--- src/rtl/i3c_hci_queue_pkg.sv ---
// Shared types and constants for the I3C HCI queue slice.
package i3c_hci_pkg;

  localparam int unsigned I3CCSR_DATA_WIDTH = 32;
  localparam int unsigned CMD_QUEUE_DEPTH   = 64;
  localparam int unsigned TX_QUEUE_DEPTH    = 64;

  typedef logic [I3CCSR_DATA_WIDTH-1:0] hci_queue_entry_t;

  // Width needed to hold an occupancy count of 0..depth inclusive.
  function automatic int unsigned hci_occ_width(int unsigned depth);
    return $clog2(depth + 1);
  endfunction

endpackage

--- src/rtl/i3c_hci_queue_if.sv ---
// Queue-port bundle between the CSR block (master) and the queue (slave).
interface i3c_hci_queue_if #(
  parameter int unsigned DEPTH      = 64,
  parameter int unsigned DATA_WIDTH = 32,
  parameter int unsigned THLD_WIDTH = 8
);

  localparam int unsigned OCC_WIDTH = i3c_hci_pkg::hci_occ_width(DEPTH);

  logic                  wr_valid_i;
  logic [DATA_WIDTH-1:0] wr_data_i;
  logic                  wr_ready_o;
  logic                  rd_valid_o;
  logic                  rd_ready_i;
  logic [DATA_WIDTH-1:0] rd_data_o;
  logic [THLD_WIDTH-1:0] thld_i;
  logic                  thld_trig_o;
  logic [OCC_WIDTH-1:0]  occupancy_o;
  logic                  empty_o;
  logic                  full_o;
  logic                  overflow_o;
  logic                  overflow_clr_i;
  logic                  flush_i;

  modport master (
    output wr_valid_i, wr_data_i, rd_ready_i, thld_i, overflow_clr_i, flush_i,
    input  wr_ready_o, rd_valid_o, rd_data_o, thld_trig_o, occupancy_o, empty_o, full_o,
           overflow_o
  );

  modport slave (
    input  wr_valid_i, wr_data_i, rd_ready_i, thld_i, overflow_clr_i, flush_i,
    output wr_ready_o, rd_valid_o, rd_data_o, thld_trig_o, occupancy_o, empty_o, full_o,
           overflow_o
  );

endinterface

--- src/rtl/i3c_hci_queue_thld.sv ---
// Threshold clamp and compare. OCC_SENSE=0 triggers on free space, 1 on fill level.
module i3c_hci_queue_thld
  import i3c_hci_pkg::*;
#(
  parameter int unsigned DEPTH      = 64,
  parameter int unsigned THLD_WIDTH = 8,
  parameter bit          OCC_SENSE  = 1'b0
) (
  input  logic [hci_occ_width(DEPTH)-1:0] occupancy_i,
  input  logic [THLD_WIDTH-1:0]           thld_i,
  output logic                            trig_o
);

  localparam int unsigned OW = hci_occ_width(DEPTH);
  // One extra bit so DEPTH - occupancy never truncates.
  localparam int unsigned CW = OW + 1;
  // Clamp compare runs wide enough for both the raw threshold and DEPTH.
  localparam int unsigned WW = (THLD_WIDTH > CW) ? THLD_WIDTH : CW;

  logic [WW-1:0] thld_w;
  logic [WW-1:0] depth_w;
  logic [WW-1:0] eff_w;
  logic [CW-1:0] eff_thld;
  logic [CW-1:0] occ_c;
  logic [CW-1:0] free_c;

  // Clamp threshold to 1..DEPTH, then compare against free space or fill level.
  always_comb begin
    thld_w  = WW'(thld_i);
    depth_w = WW'(DEPTH);
    if (thld_w == '0) begin
      eff_w = WW'(1);
    end else if (thld_w > depth_w) begin
      eff_w = depth_w;
    end else begin
      eff_w = thld_w;
    end
    eff_thld = CW'(eff_w);
    occ_c    = CW'(occupancy_i);
    free_c   = CW'(DEPTH) - occ_c;
    trig_o   = OCC_SENSE ? (occ_c >= eff_thld) : (free_c >= eff_thld);
  end

endmodule

--- src/rtl/i3c_hci_queue.sv ---
// Command/TX-data FIFO between the CSR queue-port registers and the controller datapath.
module i3c_hci_queue
  import i3c_hci_pkg::*;
#(
  parameter int unsigned DEPTH      = 64,
  parameter int unsigned DATA_WIDTH = 32,
  parameter int unsigned THLD_WIDTH = 8
) (
  input  logic hclk_i,
  input  logic hreset_n_i,
  i3c_hci_queue_if.slave q
);

  localparam int unsigned AW = $clog2(DEPTH);
  // Pointer MSB distinguishes full from empty.
  localparam int unsigned PW = AW + 1;
  localparam int unsigned OW = hci_occ_width(DEPTH);

  if (!(DEPTH >= 2 && DEPTH <= 256 && (DEPTH & (DEPTH - 1)) == 0)) begin : g_depth_check
    $error("i3c_hci_queue: DEPTH must be a power of two in 2..256");
  end

  logic [DATA_WIDTH-1:0] mem_q [DEPTH];
  logic [PW-1:0]         wptr_q, wptr_d;
  logic [PW-1:0]         rptr_q, rptr_d;
  logic                  overflow_q, overflow_d;
  logic [PW-1:0]         occ;
  logic                  empty;
  logic                  full;
  logic                  push;
  logic                  pop;
  logic                  ovf_set;

  // Status and handshake decode from the registered pointers.
  always_comb begin
    occ     = wptr_q - rptr_q;
    empty   = (occ == '0);
    full    = (occ == PW'(DEPTH));
    push    = q.wr_valid_i && !full && !q.flush_i;
    pop     = !empty && q.rd_ready_i && !q.flush_i;
    // A push while full is an overflow even if a pop frees a slot this cycle.
    ovf_set = q.wr_valid_i && full;
  end

  // Next-state for pointers and the sticky overflow flag.
  always_comb begin
    wptr_d     = wptr_q;
    rptr_d     = rptr_q;
    overflow_d = overflow_q;
    if (q.flush_i) begin
      wptr_d = '0;
      rptr_d = '0;
    end else begin
      if (push) wptr_d = wptr_q + PW'(1);
      if (pop)  rptr_d = rptr_q + PW'(1);
    end
    if (ovf_set) begin
      overflow_d = 1'b1;
    end else if (q.overflow_clr_i) begin
      overflow_d = 1'b0;
    end
  end

  // Pointer and flag state.
  always_ff @(posedge hclk_i or negedge hreset_n_i) begin
    if (!hreset_n_i) begin
      wptr_q     <= '0;
      rptr_q     <= '0;
      overflow_q <= 1'b0;
    end else begin
      wptr_q     <= wptr_d;
      rptr_q     <= rptr_d;
      overflow_q <= overflow_d;
    end
  end

  // Storage array; contents need no reset since reads are gated by empty.
  always_ff @(posedge hclk_i) begin
    if (push) begin
      mem_q[wptr_q[AW-1:0]] <= q.wr_data_i;
    end
  end

  // Drive the consumer and status outputs.
  always_comb begin
    q.wr_ready_o  = !full;
    q.rd_valid_o  = !empty;
    q.rd_data_o   = empty ? '0 : mem_q[rptr_q[AW-1:0]];
    q.occupancy_o = OW'(occ);
    q.empty_o     = empty;
    q.full_o      = full;
    q.overflow_o  = overflow_q;
  end

  i3c_hci_queue_thld #(
    .DEPTH      (DEPTH),
    .THLD_WIDTH (THLD_WIDTH),
    .OCC_SENSE  (1'b0)
  ) u_thld (
    .occupancy_i (OW'(occ)),
    .thld_i      (q.thld_i),
    .trig_o      (q.thld_trig_o)
  );

endmodule

--- src/flat_wrapper.sv ---
// flat-port wrapper written by rule: the top's interface ports become plain ports
module i3c_hci_queue_flat import i3c_hci_pkg::*;
#(
  parameter int unsigned DEPTH      = 64,
  parameter int unsigned DATA_WIDTH = 32,
  parameter int unsigned THLD_WIDTH = 8
)
  (hclk_i, hreset_n_i, q_wr_valid_i, q_wr_data_i, q_rd_ready_i, q_thld_i, q_overflow_clr_i, q_flush_i, q_wr_ready_o, q_rd_valid_o, q_rd_data_o, q_thld_trig_o, q_occupancy_o, q_empty_o, q_full_o, q_overflow_o);
  i3c_hci_queue_if #(.DEPTH(DEPTH), .DATA_WIDTH(DATA_WIDTH), .THLD_WIDTH(THLD_WIDTH)) q_i ();
  input  logic hclk_i;
  input  logic hreset_n_i;
  input wire logic [$bits(q_i.wr_valid_i)-1:0] q_wr_valid_i;
  input wire logic [$bits(q_i.wr_data_i)-1:0] q_wr_data_i;
  input wire logic [$bits(q_i.rd_ready_i)-1:0] q_rd_ready_i;
  input wire logic [$bits(q_i.thld_i)-1:0] q_thld_i;
  input wire logic [$bits(q_i.overflow_clr_i)-1:0] q_overflow_clr_i;
  input wire logic [$bits(q_i.flush_i)-1:0] q_flush_i;
  output wire logic [$bits(q_i.wr_ready_o)-1:0] q_wr_ready_o;
  output wire logic [$bits(q_i.rd_valid_o)-1:0] q_rd_valid_o;
  output wire logic [$bits(q_i.rd_data_o)-1:0] q_rd_data_o;
  output wire logic [$bits(q_i.thld_trig_o)-1:0] q_thld_trig_o;
  output wire logic [$bits(q_i.occupancy_o)-1:0] q_occupancy_o;
  output wire logic [$bits(q_i.empty_o)-1:0] q_empty_o;
  output wire logic [$bits(q_i.full_o)-1:0] q_full_o;
  output wire logic [$bits(q_i.overflow_o)-1:0] q_overflow_o;
  assign q_i.wr_valid_i = q_wr_valid_i;
  assign q_i.wr_data_i = q_wr_data_i;
  assign q_i.rd_ready_i = q_rd_ready_i;
  assign q_i.thld_i = q_thld_i;
  assign q_i.overflow_clr_i = q_overflow_clr_i;
  assign q_i.flush_i = q_flush_i;
  assign q_wr_ready_o = q_i.wr_ready_o;
  assign q_rd_valid_o = q_i.rd_valid_o;
  assign q_rd_data_o = q_i.rd_data_o;
  assign q_thld_trig_o = q_i.thld_trig_o;
  assign q_occupancy_o = q_i.occupancy_o;
  assign q_empty_o = q_i.empty_o;
  assign q_full_o = q_i.full_o;
  assign q_overflow_o = q_i.overflow_o;
  i3c_hci_queue #(.DEPTH(DEPTH), .DATA_WIDTH(DATA_WIDTH), .THLD_WIDTH(THLD_WIDTH)) u_core (.hclk_i(hclk_i), .hreset_n_i(hreset_n_i), .q(q_i));
endmodule
--- config.mk ---
export PLATFORM = sky130hd
export DESIGN_NAME = i3c_hci_queue_flat
export DESIGN_NICKNAME = d
export VERILOG_FILES = /design/src/rtl/i3c_hci_queue_pkg.sv /design/src/rtl/i3c_hci_queue_if.sv /design/src/rtl/i3c_hci_queue_thld.sv /design/src/rtl/i3c_hci_queue.sv /design/src/flat_wrapper.sv
export SDC_FILE = /design/constraint.sdc
export NUM_CORES = 2
export LEC_CHECK = 0
export CORE_MARGIN = 2
export CORE_UTILIZATION = 60
export CTS_CLUSTER_DIAMETER = 120
export DETAILED_ROUTE_END_ITERATION = 16
export PLACE_DENSITY_LB_ADDON = 0.08
export SYNTH_ARGS = -nofsm -noshare
export SYNTH_HDL_FRONTEND = slang
export SYNTH_SLANG_ARGS = --single-unit
--- constraint.sdc ---
create_clock -name hclk_i -period 5.78 [get_ports hclk_i]
set_input_delay 0.867 -clock hclk_i [delete_from_list [all_inputs] [get_ports hclk_i]]
set_output_delay 0.867 -clock hclk_i [all_outputs]
set_load 0.01 [all_outputs]
==> results.yml <==
sta:
  slew_viol_final: 0
  setup_violations: 0
  finalHoldViolCount: 0
  relSlewSlack: 0.1181
  period_minus_slack_ns: 5.769
  rsz0062_at_grt: "true"
  timing.final.crit_share: 0.9980
  max_freq_mhz: 173.4
  setup_tns_ns: 0
  tightestPinTransition_ns: 1.323
  clock_skew_ns: 0.02298
die:
  die_y_um: 366.3
  start_util: 0.6066
  die-area_um2: 134100
  dieWidth_um: 366.3
  rows: 132
  coreArea_um2: 129800
  io-pin-count: 91
setup_path:
  crit_type: "register to output port"
  max_stage_delay_ns: 0.88
  ff2ff_setup_slack_ns: 0.90
  cp_max_fo: 21
  critPathCaptureType: "output port"
  start_kind: "register"
  cp_data_arrival_time_ns: 4.90
  reg2regPathDepth: 11
  crit_required_ns: 4.91
  worstReg2RegEnd: "u_core.mem_q[57][12]"
  r2r_start: "u_core.rptr_q[3]"
  worstPathCellList: "inv_1 -> ha_1 -> o21ai_1 -> a21oi_1 -> o311ai_2 -> nor4_4 -> buf_4 -> nand2_1 -> inv_2 -> nor3_1 -> clkdlybuf4s50_1"
  crit_slowest_cell: "nor3_1"
detailed_routing:
  route.detailed.drc: 0
  dr_wl_met2_mm: 89.67
  wl_met1_mm: 74.78
  top_layer_used: "met5"
  dr_wl_met3_mm: 16.92
  firstDrtPassIters: 5
  drt_iter0_markers: 4883
  detail-route-antenna-nets: 0
  postRouteWirelength_mm: 186.9
  viasPerCell: 6.810
  vias: 38295
  post_drt_wl_per_cell_um: 33.24
pwr:
  peakVddDrop_v: 0.0003757
  switching_share: 0.2479
  switchingPower_mw: 8.707
  power.density_nw_per_um2: 395.5
  p_int_mw: 26.42
  p_leak_nw: 26.98
  pwr-share-comb: 0.173
  p_seq_frac: 0.471
  clkPwrFrac: 0.356
grt:
  grt_max_degree: 130
  grt_pass1_vias: 39167
  grt_pass1_wl_mm: 272.1
  grt.total_usage: 0.2834
  grt_antenna_before_repair: 4
  grt_overflow: 0
yosys:
  yosysTopAreaCell: "edfxtp_1"
  ys.flop_type: "edfxtp_1"
  synthMostInstantiatedCell: "edfxtp_1"
  syn-cell-area_um2: 78740
  ys_seq_elements: 2063
  synth_top_area_share: 0.7810
  synthesis.nets: 3569
  yosys-top-cells-count: "edfxtp_1, mux4_2, a22oi_1, a21oi_1, clkbuf_1"
  synthCells: 3505
  synth_edf_count: 2048
  synth_area_leaders: "edfxtp_1, mux4_2, a22oi_1"
  ys_warn_count: 0
  synthArstFlopShare: 0.007271
  seq_area_frac_synth: 0.7858
  syn_area_per_cell_um2: 22.47
  yosysUniqueCellTypes: 55
clock_network:
  clock_latency_ns: 0.82
  cts_max_path_buffers: 3
  cts_root_buffer: "clkbuf_16"
  cts_num_sinks: 2063
  cts_buffers: 197
  ctsHoldBuffers: 0
  path_clk_slew_ns: 0.06
  cts_max_level: 4
  cts_tree: "yes"
finish:
  final_core_util: 0.6841
  fillCellCount: 8072
  nets: 3782
  drive_above_1_share: 0.2676
  area_growth_pct: 12.79
  regArea_um2: 61890
  finalNonFillerCells: 5623
  multi_input_area_um2: 16430
placement:
  gp_congestion: 0.8734
  hpwl_mm: 102.7
  dpl.cell_count: 5257
  portBuffers: 90
status:
  outcome: "finished clean"
min_path:
  hold_path.class: "input port to async pin"
job:
  drv_cap: 0
-- what timing repair did --
item                       in CTS  in global routing
hold endpoints to repair        0                  0
setup endpoints to repair       0                  7
buffers inserted                0                  4
resized for setup               0                  1
-- power groups by stage --
stage / clock (mW) / combinational (mW) / sequential, mW
CTS: 12.7 / 6.06 / 16.6
global placement: 0 / 5.97 / 16.9
global route: 13.3 / 6.48 / 16.5
finish: 12.5 / 6.08 / 16.5
detailed placement: 0 / 6.04 / 16.9
floorplan: 0 / 3.95 / 16.8
-- cells in the final DEF (no fill, tap or decap), drive strengths merged, types with 2 or more instances in the layout --
cell,n
and2,3
nand3,5
or3b,2
nand2b,3
or3,5
diode,2
a22oi,256
or4,6
bufinv,16
xor2,4
mux4,512
clkdlybuf4s50,58
xnor2,7
inv,24
o21ai,8
nor4,2
mux2i,2
nor2b,3
dfrtp,15
edfxtp,2048
clkinv,86
clkinvlp,5
nand4,5
nand3b,2
a21boi,2
ha,17
a21oi,145
nor3,98
nor2,85
clkbuf,246
and3,2
buf,167
nand2,19
o31ai,3
-- per-layer routing --
layer	up-vias	GRT usage
met3	304	0.05499
met4	4	0.09370
met2	2060	0.4370
met5	-	0
li1	15448	-
met1	20479	0.4174
-- registers in the layout, indices dropped and copies added (netlist names) --
signal / count
u_core.mem_q: 2048
u_core.rptr_q: 7
u_core.wptr_q: 7
u_core.q.overflow_o: 1
-- critical path: cells and delay by family, from the launching register on --
kind	cells	cell delay, ns
buffers and inverters	4	1.22
AND/OR/NAND/NOR	3	1.06
AO/OA/AOI/OAI	3	0.80
flip-flops	1	0.60
adder cells (fa/ha/maj)	1	0.39
-- cells by family after synthesis --
| logic type | share of synthesized area |
|---|---|
| muxes | 0.1467 |
| xor gates and xnor gates | 0.001319 |
| AOI/OAI and AO/OA | 0.03599 |
| and+or+nand+nor | 0.01535 |
| adders and majority gates | 0.002956 |
| buffers and inverters | 0.01184 |
| other | 0.00004762 |
| DFF | 0.7858 |
-- metrics by stage --
step,hold WS [ns],area [um2],setup WS (ns),power [mW]
after global placement,0.5587,82540,0.8992,22.86
final,0.5077,88810,0.01149,35.13
after floorplan,0.5278,78740,0.5634,20.79
after detailed placement,0.5742,82540,0.9040,22.93
after CTS,0.4807,88770,0.1079,35.31
after global routing,0.5340,88800,-0.09186,36.30
-- worst max path at each step --
stage,endpoint,startpoint,cells after the start
floorplan,u_core.mem_q[57][0],u_core.rptr_q[2],13
global placement,q_thld_trig_o,q_thld_i[3],12
detailed placement,u_core.mem_q[61][11],u_core.rptr_q[0],12
CTS,q_rd_data_o[3],u_core.rptr_q[0],12
global route,q_rd_data_o[3],u_core.rptr_q[3],11
finish,q_rd_data_o[3],u_core.rptr_q[2],11
-- area by class of cell --
class | count | share of cell area
multi-input combinational | 1214 | 0.1850
timing repair buffer | 225 | 0.02271
clock inverter | 114 | 0.01134
antenna | 2 | 0.00005636
clock buffer | 246 | 0.05878
tap | 1742 | 0.02454
sequential | 2063 | 0.6968
inverter | 17 | 0.0007185
Power figures use the tool's default switching activity.
